$ cat src/rtl/mult_ctrl_pkg.sv
// Shared constants and result record for the multiplier issue controller.
package mult_ctrl_pkg;

   // Fixed latency of the shared pipelined multiplier.
   localparam int MULT_LAT = 4;
   // Physical-register tag width.
   localparam int TAG_W    = 6;

   // One completed multiply waiting for the CDB.
   typedef struct packed {
      logic [TAG_W-1:0] tag;
      logic [63:0]      value;
   } mult_res_t;

endpackage

$ cat src/rtl/mult_res_fifo.sv
// Small result FIFO holding completed multiplies until the CDB accepts them.
// A push while full is dropped (the caller flags it); a pop while empty is ignored.
module mult_res_fifo
   import mult_ctrl_pkg::*;
#(
   parameter int DEPTH = 4
) (
   input  logic                         clock,
   input  logic                         reset,
   input  logic                         clear,
   input  logic                         push,
   input  mult_res_t                    push_data,
   input  logic                         pop,
   output logic                         head_valid,
   output mult_res_t                    head_data,
   output logic [$clog2(DEPTH+1)-1:0]   count
);

   localparam int PTR_W = $clog2(DEPTH);
   localparam int CNT_W = $clog2(DEPTH + 1);

   mult_res_t        mem_q [DEPTH];
   mult_res_t        mem_d [DEPTH];
   logic [PTR_W-1:0] wr_ptr_q, wr_ptr_d;
   logic [PTR_W-1:0] rd_ptr_q, rd_ptr_d;
   logic [CNT_W-1:0] count_q, count_d;
   logic             do_push_s, do_pop_s;

   // Pointer advance with explicit wrap so DEPTH need not be a power of two.
   function automatic logic [PTR_W-1:0] ptr_inc(input logic [PTR_W-1:0] p);
      if (p == PTR_W'(DEPTH - 1)) begin
         return '0;
      end else begin
         return p + PTR_W'(1);
      end
   endfunction

   // Next-state for storage, pointers and occupancy; clear wins over push/pop.
   always_comb begin
      do_push_s = push && (count_q != CNT_W'(DEPTH));
      do_pop_s  = pop && (count_q != '0);
      mem_d     = mem_q;
      wr_ptr_d  = wr_ptr_q;
      rd_ptr_d  = rd_ptr_q;
      count_d   = count_q;
      if (clear) begin
         wr_ptr_d = '0;
         rd_ptr_d = '0;
         count_d  = '0;
      end else begin
         if (do_push_s) begin
            mem_d[wr_ptr_q] = push_data;
            wr_ptr_d        = ptr_inc(wr_ptr_q);
         end else begin
            wr_ptr_d = wr_ptr_q;
         end
         if (do_pop_s) begin
            rd_ptr_d = ptr_inc(rd_ptr_q);
         end else begin
            rd_ptr_d = rd_ptr_q;
         end
         case ({do_push_s, do_pop_s})
            2'b10:   count_d = count_q + CNT_W'(1);
            2'b01:   count_d = count_q - CNT_W'(1);
            default: count_d = count_q;
         endcase
      end
   end

   // FIFO state registers.
   always_ff @(posedge clock or negedge reset) begin
      if (!reset) begin
         for (int i = 0; i < DEPTH; i++) begin
            mem_q[i] <= '0;
         end
         wr_ptr_q <= '0;
         rd_ptr_q <= '0;
         count_q  <= '0;
      end else begin
         mem_q    <= mem_d;
         wr_ptr_q <= wr_ptr_d;
         rd_ptr_q <= rd_ptr_d;
         count_q  <= count_d;
      end
   end

   // Head is forced to zero when empty so stale data never reaches the CDB.
   assign head_valid = (count_q != '0);
   assign head_data  = head_valid ? mem_q[rd_ptr_q] : '0;
   assign count      = count_q;

endmodule

$ cat src/rtl/mult_issue_ctrl.sv
// Issue scheduler for the shared pipelined multiplier: round-robin arbitration,
// tag shadow pipeline alongside the untagged multiplier, and a credit-limited
// result FIFO feeding the CDB.
module mult_issue_ctrl
   import mult_ctrl_pkg::*;
#(
   parameter int NUM_REQ   = 3,
   parameter int RES_DEPTH = 4
) (
   input  logic                     clock,
   input  logic                     reset,
   input  logic [NUM_REQ-1:0]       req_valid,
   output logic [NUM_REQ-1:0]       req_ready,
   input  logic [NUM_REQ*64-1:0]    req_opa,
   input  logic [NUM_REQ*64-1:0]    req_opb,
   input  logic [NUM_REQ*TAG_W-1:0] req_tag,
   input  logic                     flush,
   output logic                     mult_start,
   output logic [63:0]              mult_mcand,
   output logic [63:0]              mult_mplier,
   input  logic [63:0]              mult_product,
   input  logic                     mult_done,
   output logic                     cdb_req,
   output logic [TAG_W-1:0]         cdb_tag,
   output logic [63:0]              cdb_value,
   input  logic                     cdb_gnt,
   output logic                     err
);

   localparam int RR_W  = (NUM_REQ > 1) ? $clog2(NUM_REQ) : 1;
   localparam int CNT_W = $clog2(RES_DEPTH + 1);
   localparam int SUM_W = $clog2(MULT_LAT + RES_DEPTH + 1);
   localparam int LAST  = MULT_LAT - 1;

   logic [RR_W-1:0]     rr_ptr_q, rr_ptr_d;
   logic [RR_W-1:0]     cand_s, gnt_idx_s;
   logic                gnt_found_s;
   logic [TAG_W-1:0]    gnt_tag_s;
   logic [MULT_LAT-1:0] occ_q, occ_d;
   logic [MULT_LAT-1:0] live_q, live_d;
   logic [TAG_W-1:0]    tag_q [MULT_LAT];
   logic [TAG_W-1:0]    tag_d [MULT_LAT];
   logic                err_q, err_d;
   logic [SUM_W-1:0]    inflight_s;
   logic                can_issue_s;
   logic                push_s, pop_s;
   mult_res_t           push_data_s;
   logic                fifo_head_valid_s;
   mult_res_t           fifo_head_s;
   logic [CNT_W-1:0]    fifo_count_s;

   // Credit check from registered counts; held idle while reset is asserted.
   always_comb begin
      inflight_s = '0;
      for (int s = 0; s < MULT_LAT; s++) begin
         inflight_s = inflight_s + SUM_W'(live_q[s]);
      end
      can_issue_s = reset && ((inflight_s + SUM_W'(fifo_count_s)) < SUM_W'(RES_DEPTH));
   end

   // Round-robin search from rr_ptr upward with wrap; first valid requester wins.
   always_comb begin
      gnt_found_s = 1'b0;
      gnt_idx_s   = '0;
      cand_s      = '0;
      for (int k = 0; k < NUM_REQ; k++) begin
         cand_s = RR_W'((int'(rr_ptr_q) + k) % NUM_REQ);
         if (can_issue_s && !flush && !gnt_found_s && req_valid[cand_s]) begin
            gnt_found_s = 1'b1;
            gnt_idx_s   = cand_s;
         end else begin
            gnt_found_s = gnt_found_s;
         end
      end
   end

   // One-hot grant, operand/tag mux from the winner, and pointer advance.
   always_comb begin
      req_ready   = '0;
      mult_mcand  = 64'd0;
      mult_mplier = 64'd0;
      gnt_tag_s   = '0;
      rr_ptr_d    = rr_ptr_q;
      if (gnt_found_s) begin
         req_ready[gnt_idx_s] = 1'b1;
         mult_mcand           = req_opa[int'(gnt_idx_s)*64 +: 64];
         mult_mplier          = req_opb[int'(gnt_idx_s)*64 +: 64];
         gnt_tag_s            = req_tag[int'(gnt_idx_s)*TAG_W +: TAG_W];
         rr_ptr_d             = (gnt_idx_s == RR_W'(NUM_REQ - 1)) ? '0 : gnt_idx_s + RR_W'(1);
      end else begin
         rr_ptr_d = rr_ptr_q;
      end
   end

   assign mult_start = |(req_valid & req_ready);

   // Shadow pipeline shift; flush kills live bits but keeps occ for done checking.
   always_comb begin
      occ_d[0]  = mult_start;
      live_d[0] = mult_start;
      tag_d[0]  = gnt_tag_s;
      for (int s = 1; s < MULT_LAT; s++) begin
         occ_d[s]  = occ_q[s-1];
         live_d[s] = flush ? 1'b0 : live_q[s-1];
         tag_d[s]  = tag_q[s-1];
      end
   end

   // Completion: push live results, drop squashed ones, flag protocol errors.
   always_comb begin
      push_s      = mult_done && live_q[LAST] && !flush;
      pop_s       = fifo_head_valid_s && cdb_gnt && !flush;
      push_data_s = {tag_q[LAST], mult_product};
      err_d       = err_q
                  | (mult_done != occ_q[LAST])
                  | (push_s && (fifo_count_s == CNT_W'(RES_DEPTH)));
   end

   // Arbiter pointer, shadow pipeline and sticky error registers.
   always_ff @(posedge clock or negedge reset) begin
      if (!reset) begin
         rr_ptr_q <= '0;
         occ_q    <= '0;
         live_q   <= '0;
         for (int s = 0; s < MULT_LAT; s++) begin
            tag_q[s] <= '0;
         end
         err_q    <= 1'b0;
      end else begin
         rr_ptr_q <= rr_ptr_d;
         occ_q    <= occ_d;
         live_q   <= live_d;
         tag_q    <= tag_d;
         err_q    <= err_d;
      end
   end

   mult_res_fifo #(
      .DEPTH (RES_DEPTH)
   ) u_res_fifo (
      .clock      (clock),
      .reset      (reset),
      .clear      (flush),
      .push       (push_s),
      .push_data  (push_data_s),
      .pop        (pop_s),
      .head_valid (fifo_head_valid_s),
      .head_data  (fifo_head_s),
      .count      (fifo_count_s)
   );

   assign cdb_req   = fifo_head_valid_s;
   assign cdb_tag   = fifo_head_s.tag;
   assign cdb_value = fifo_head_s.value;
   assign err       = err_q;

endmodule

$ cat config.mk
export PLATFORM = sky130hd
export DESIGN_NAME = mult_issue_ctrl
export DESIGN_NICKNAME = d
export VERILOG_FILES = /design/src/rtl/mult_ctrl_pkg.sv /design/src/rtl/mult_res_fifo.sv /design/src/rtl/mult_issue_ctrl.sv
export SDC_FILE = /design/constraint.sdc
export NUM_CORES = 1
export LEC_CHECK = 0
export BUFFER_PORTS_ARGS = -buffer_cell sky130_fd_sc_hd__buf_4
export CAP_MARGIN = 20
export CORE_AREA = 2 2 263 265
export DETAILED_ROUTE_END_ITERATION = 8
export DIE_AREA = 0 0 265 267
export PLACE_DENSITY = 0.47
export SLEW_MARGIN = 15
export SYNTH_ARGS = -nofsm -noshare
export SYNTH_HDL_FRONTEND = slang
export SYNTH_SLANG_ARGS = --single-unit
export TNS_END_PERCENT = 10
$ cat constraint.sdc
create_clock -name clock -period 2.9 [get_ports clock]
set_input_delay 0 -clock clock [delete_from_list [all_inputs] [get_ports clock]]
set_output_delay 0 -clock clock [all_outputs]
set_load 0.01 [all_outputs]
After elaboration in Yosys (flattened, before gate mapping)
Index checks and enable logic that the tools add are counted.

storage, ports and cells
  flip-flop bits (word level) = 322
  input port bits = 474
  output and inout port bits = 204
  logic and storage cells = 122

cells by class
  add/subtract/negate cells = 11
  $mul = 1
  divide/modulo/power cells = 3
  magnitude comparators = 9
  eq/ne operators = 8
  shifts and indexed selects = 3
  multiplexer cells = 37
  bitwise operators = 6
  reductions and logical operators = 25

operators with widths
  kind                                                        count
  variable part select 192 x 9 -> 64 bit                      2
  bitwise mux 280 bit                                         1
  2-to-1 mux 70 bit                                           4
  binary-select mux 70 bit (select 2 bit)                     1
  demux 70 bit (select 2 bit)                                 1
  2-to-1 mux 64 bit                                           2
  modulo 32 x 3 -> 32 bit, second input constant              2
  modulo 3 x 3 -> 32 bit, second input constant               1
  2-to-1 mux 2 bit                                            10
  variable part select 18 x 6 -> 6 bit                        1
  logical AND 1 bit                                           16
  less-than comparator 2 x 3 -> 1 bit, second input constant  4
  2-to-1 mux 1 bit                                            10
  == test 2 bit, second input constant                        4
  adder 2 x 1 -> 2 bit, second input constant                 3
  binary-select mux 1 bit (select 2 bit)                      3
  >= comparator 3 bit, second input constant                  2
  2-to-1 mux 3 bit                                            2
  2-to-1 mux 6 bit                                            1
  NOT 2 -> 3 bit                                              2
  case mux 3 bit (2 select lines)                             1
  nonzero test 3 bit                                          2
  adder 3 x 1 -> 4 bit                                        1
  adder 4 x 3 -> 4 bit                                        1
  other kinds (22)                                            26

Longest topological paths before layout
  depth after elaboration = 24
  depth in mapped cells = 11
  gate-level depth less buffers = 8

Cells and area by module
From an unflattened synthesis, not the netlist that was laid out.

second synthesis, totals
  cell total of the unflattened synthesis = 1222
  area total of the unflattened synthesis = 18153.7 um2

modules (own cells, without submodules)
  module           times used  cells an instance  area an instance (um2)  sequential area each (um2)
  mult_res_fifo    1           820                14535.2                 7181.9
  mult_issue_ctrl  1           402                3618.5                  850.8

Worst setup path before layout
No wires, ideal clock.

  path kind = reg2out
  start = register live_q[0]
  end = output mult_mcand[0]
  arrival = 2460 ps
  required time = 2900 ps
  path slack = 440 ps
  stages on the path, launching flop included = 10
  path buffers = 2
  cells stage by stage = dfrtp_1 > fa_1 > ha_1 > a21oi_1 > o21ai_1 > a21oi_1 > and2_1 > buf_2 > clkbuf_1 > a221o_1

between the ends
  longest elaborated chain between the ends = 19
  elaborated cells on any way between the ends = 22
  those cells by class = add/sub (4); order compare (1); shift (1); mux (7); reduce/logical (9)

RTL lines
  what                                    RTL line                RTL
  from (decl)                             mult_issue_ctrl.sv:40   logic [MULT_LAT-1:0] live_q, live_d;
  from (signal assigned)                  mult_issue_ctrl.sv:132  live_q <= live_d;
  adder 1 x 1 -> 2 bit *                  mult_issue_ctrl.sv:56   inflight_s = inflight_s + SUM_W'(live_q[s]);
  adder 2 x 1 -> 3 bit *                  mult_issue_ctrl.sv:56
  adder 3 x 1 -> 4 bit *                  mult_issue_ctrl.sv:56
  adder 4 x 3 -> 4 bit *                  mult_issue_ctrl.sv:58   can_issue_s = reset && ((inflight_s + SUM_W'(fifo_count_s)) < SUM_W'(RES_DEPTH));
  less-than comparator 4 x 3 -> 1 bit *   mult_issue_ctrl.sv:58
  logical AND 1 bit *                     mult_issue_ctrl.sv:58
  logical AND 1 bit *                     mult_issue_ctrl.sv:68   if (can_issue_s && !flush && !gnt_found_s && req_valid[cand_s]) begin
  logical AND 1 bit                       mult_issue_ctrl.sv:68
  2-to-1 mux 1 bit                        mult_issue_ctrl.sv:68
  logical NOT 1 bit                       mult_issue_ctrl.sv:68
  logical AND 1 bit (2 in a row)          mult_issue_ctrl.sv:68
  2-to-1 mux 1 bit                        mult_issue_ctrl.sv:68
  logical NOT 1 bit                       mult_issue_ctrl.sv:68
  logical AND 1 bit (2 in a row)          mult_issue_ctrl.sv:68
  2-to-1 mux 2 bit                        mult_issue_ctrl.sv:68
  variable part select 192 x 9 -> 64 bit  mult_issue_ctrl.sv:86   mult_mcand = req_opa[int'(gnt_idx_s)*64 +: 64];
  2-to-1 mux 64 bit *                     mult_issue_ctrl.sv:84   if (gnt_found_s) begin
  to (decl)                               mult_issue_ctrl.sv:19   output logic [63:0] mult_mcand,

Mark *: on every way between the ends. The rest lies on a longest branch, timed or not.

Worst setup path in the final report
  start = register live_q[1]
  end = output mult_mplier[10]

between the ends
  longest elaborated chain between the ends = 19
  elaborated cells on any way between the ends = 22
  those cells by class = add/sub (4); order compare (1); shift (1); mux (7); reduce/logical (9)

RTL lines
  what                                    RTL line               RTL
  adder 1 x 1 -> 2 bit *                  mult_issue_ctrl.sv:56
  adder 2 x 1 -> 3 bit *                  mult_issue_ctrl.sv:56
  adder 3 x 1 -> 4 bit *                  mult_issue_ctrl.sv:56
  adder 4 x 3 -> 4 bit *                  mult_issue_ctrl.sv:58
  less-than comparator 4 x 3 -> 1 bit *   mult_issue_ctrl.sv:58
  logical AND 1 bit *                     mult_issue_ctrl.sv:58
  logical AND 1 bit *                     mult_issue_ctrl.sv:68
  logical AND 1 bit                       mult_issue_ctrl.sv:68
  2-to-1 mux 1 bit                        mult_issue_ctrl.sv:68
  logical NOT 1 bit                       mult_issue_ctrl.sv:68
  logical AND 1 bit (2 in a row)          mult_issue_ctrl.sv:68
  2-to-1 mux 1 bit                        mult_issue_ctrl.sv:68
  logical NOT 1 bit                       mult_issue_ctrl.sv:68
  logical AND 1 bit (2 in a row)          mult_issue_ctrl.sv:68
  2-to-1 mux 2 bit                        mult_issue_ctrl.sv:68
  variable part select 192 x 9 -> 64 bit  mult_issue_ctrl.sv:87  mult_mplier = req_opb[int'(gnt_idx_s)*64 +: 64];
  2-to-1 mux 64 bit *                     mult_issue_ctrl.sv:84
  to (decl)                               mult_issue_ctrl.sv:20  output logic [63:0] mult_mplier,

Marks and branches as above.

==> impl_metrics.yaml <==
setup_path:
  end_kind: "output pin"
  criticalPathCategory: "reg2out"
  cp_slowest_stage_delay_ns: 0.59
  cp_max_fo: 6
  crit_chain: "fa_2 -> ha_4 -> a21oi_4 -> o21ai_2 -> buf_4 -> a211oi_4 -> buf_4 -> buf_12 -> buf_12 -> and2_1 -> a221o_1 -> buf_6"
  worst_ep_arrival_time_ns: 3.33
  worstSetupStartpointType: "flip-flop"
  required_ns: 2.90
  cp_slowest_cell: "fa_2"
sta:
  fin_ws_ns: -0.433
  whs_ns: 0.0880
  rsz0062_at_grt: "true"
  fin_skew_ns: 0.0151
  finalCritPeriodShare_pct: 115
  hold_viol_final: 0
  setup_violations: 131
  tightest_slew_ns: 0.846
  clock.fmax_mhz: 300
  slew_viol_final: 0
  min_period_ns: 3.33
  relSlewSlack_pct: 43.6
floorplan:
  core_um2: 68000
  num_rows: 96
  fp.dieArea_um2: 70800
  fp.dieH_um: 267
  initial_core_util_pct: 24.3
  die_x_um: 265
  ios: 678
global_route:
  busiest_layer: "met2"
  grt_usage_pct: 26.2
  grt_first_pass_wirelength_mm: 128
  use_met1_pct: 33.0
  grt-ovfl-total: 0
  first_global_vias: 15300
  grt_max_degree: 147
  globalRouteMet3Util_pct: 5.03
  antenna_found_initial: 35
  use_met2_pct: 45.4
logic_synthesis:
  synth-seq-cells: 321
  ys_async_sr_fraction_pct: 100
  syn-cell-area_um2: 16500
  synthCells: 1199
  syn_nets: 1685
  yosysSeqAreaShare_pct: 48.6
  yosysWarnings: 0
  synth_top_cell_area_share_pct: 48.6
  synth_area_leader_cell: "dfrtp_1"
  synth_area_leaders: "dfrtp_1 49%, mux2_2 19%, mux4_2 9.5%"
  yosysUniqueCellTypes: 46
  syn_area_per_cell_um2: 13.8
  synthFlopType: "dfrtp_1"
  synth_edf_count: 0
min_path:
  hold_class: "in2reg"
clocking:
  cts_made_buffers: 39
  cts.sinks: 321
  clkSlewWorstSetupHoldPaths_ns: 0.06
  cts-root-buf: "clkbuf_16"
  clock_latency_ns: 0.54
  htree_levels: 2
  cts_tree: "built"
  cts_buffer_depth: 3
routing:
  drt_iter0_drc: 825
  route.detailed.drc: 0
  viasPerCell: 4.89
  antenna_left: 0
  num_vias: 14300
  dr.pass1.iters: 6
  routed_wl_mm: 94.3
  routedWlPerCell_um: 32.3
run_status:
  violations: "setup timing"
  status: "finished, violations left"
pwr:
  peakVddDrop_v: 0.000314
  power_density_nw_per_um2: 640
  leakage_nw: 13.0
place:
  globalplace.congestion: 1.09
  port_buffers: 677
  post-dp-hpwl_mm: 74.0
flow_run:
  drv_cap: 0
final_layout:
  area_growth_pct: 58.7
  drive_gt1_share_pct: 61.7
  n_fill_cell: 6727
  post-route-util_pct: 38.6
  design.final.nets: 2471
Yosys cell counts (3+ instances only):
cell type	number
mux2i_1	3
inv_1	8
dfrtp_1	321
clkbuf_1	29
ha_1	10
nor2_1	9
mux2_2	280
nand2b_1	4
nand2_1	8
and2_1	205
o21ai_0	4
nor2b_1	5
buf_2	59
a221o_1	133
o31ai_1	3
buf_4	7
mux4_2	70
a21oi_1	7
cell families (layout without fill, tap and decap cells):
| group | count (synthesis) | in the layout | synth area share [%] |
|---|---|---|---|
| multiplexers | 353 | 353 | 28.8 |
| XOR/XNOR | 3 | 3 | 0.159 |
| buffers and inverters | 105 | 918 | 3.08 |
| AO/OA/AOI/OAI | 162 | 162 | 9.39 |
| other | 0 | 24 | 0 |
| flip-flops | 321 | 321 | 48.6 |
| adder cells (fa/ha/maj) | 12 | 12 | 0.999 |
| AND/OR/NAND/NOR | 243 | 243 | 9.03 |
where the power goes:
part | switching [mW] | internal [mW] | total [mW]
Combinational | 3.20 | 3.55 | 6.75
Clock | 1.92 | 2.98 | 4.90
Sequential | 0.301 | 4.86 | 5.16
Total | 5.42 | 11.4 | 16.8
routing by layer:
metal / part of all wire, % / vias up
met3: 5.7 / 104
met4: 3.4 / 4
met2: 50 / 521
li1: - / 6141
met5: 0.024 / -
met1: 41 / 7512
state kept, by name, summed over array words and instances (netlist names):
name,flops
u_res_fifo.mem_q,280
tag_d,18
push_data_s,6
live_q,4
occ_q,3
u_res_fifo.count,3
rr_ptr_q,2
u_res_fifo.rd_ptr_q,2
u_res_fifo.wr_ptr_q,2
err,1
worst paths after layout:
path                              start                    end  slack, ns  cells after the start
setup / recovery              live_q[1]        mult_mplier[10]      -0.43                     12
hold / removal             req_valid[1]            rr_ptr_q[0]       0.09                      4
setup reg to reg              live_q[1]              tag_d[13]       0.07                     11
hold reg to reg                tag_d[4]        push_data_s[68]       0.35                      0
max in group asynchronous         reset  u_res_fifo.mem_q[237]       1.27                      4
min in group asynchronous         reset  u_res_fifo.mem_q[220]       0.21                      3
per-stage QoR:
stage | area [um^2] | cells | setup WS [ns] | power [mW] | TNS [ns]
2_1_floorplan | 16500 | 1199 | 0.440 | 7.87 | 0
3_3_place_gp | 23000 | 2713 | -0.147 | 11.1 | -0.653
5_1_grt | 26200 | 2911 | -0.555 | 17.6 | -57.40
6_report | 26200 | 2918 | -0.433 | 16.8 | -41.65
4_1_cts | 26000 | 2892 | -0.450 | 17.0 | -44.40
3_5_place_dp | 23000 | 2713 | -0.0633 | 11.0 | -0.214
layout by cell type (no fill, tap or decap), drive strengths merged, types with 3 or more instances in the layout:
cell	count
bufinv	3
nor2b	5
nor2	10
o31ai	3
nand2	8
a21oi	8
a221o	133
inv	9
dlygate4sd3	89
mux2i	3
and2	205
ha	10
nand2b	4
clkinv	7
clkbuf	55
mux2	280
clkinvlp	3
diode	24
buf	750
dfrtp	321
o21ai	5
mux4	70
area by class of cell:
class | instances | area, um^2 | share of cell area [%]
sequential | 321 | 8040 | 30.6
multi-input combinational | 773 | 8240 | 31.4
antenna | 24 | 60.1 | 0.229
inverter | 8 | 30.0 | 0.114
clock buffer | 54 | 1120 | 4.29
tap | 882 | 1100 | 4.21
clock inverter | 14 | 163 | 0.620
timing repair buffer | 842 | 7490 | 28.5
worst max-delay path: cells and delay by family (launching register included):
kind / cells / cell delay, ns
buffers and inverters: 5 / 0.74
DFF: 1 / 0.40
adders and majority gates: 2 / 0.79
and+or+nand+nor: 1 / 0.15
AOI/OAI and AO/OA: 4 / 0.68
what timing repair did:
item | CTS | global route
setup buffers | 15 | 1
endpoints found under the hold margin | 531 | 0
hold buffers | 89 | 0
pin swaps | 35 | 20
gates resized for setup | 156 | 34
gates cloned | 7 | 1
setup endpoints to repair | 131 | 131
Note: power is estimated with default switching activity, not from simulation.
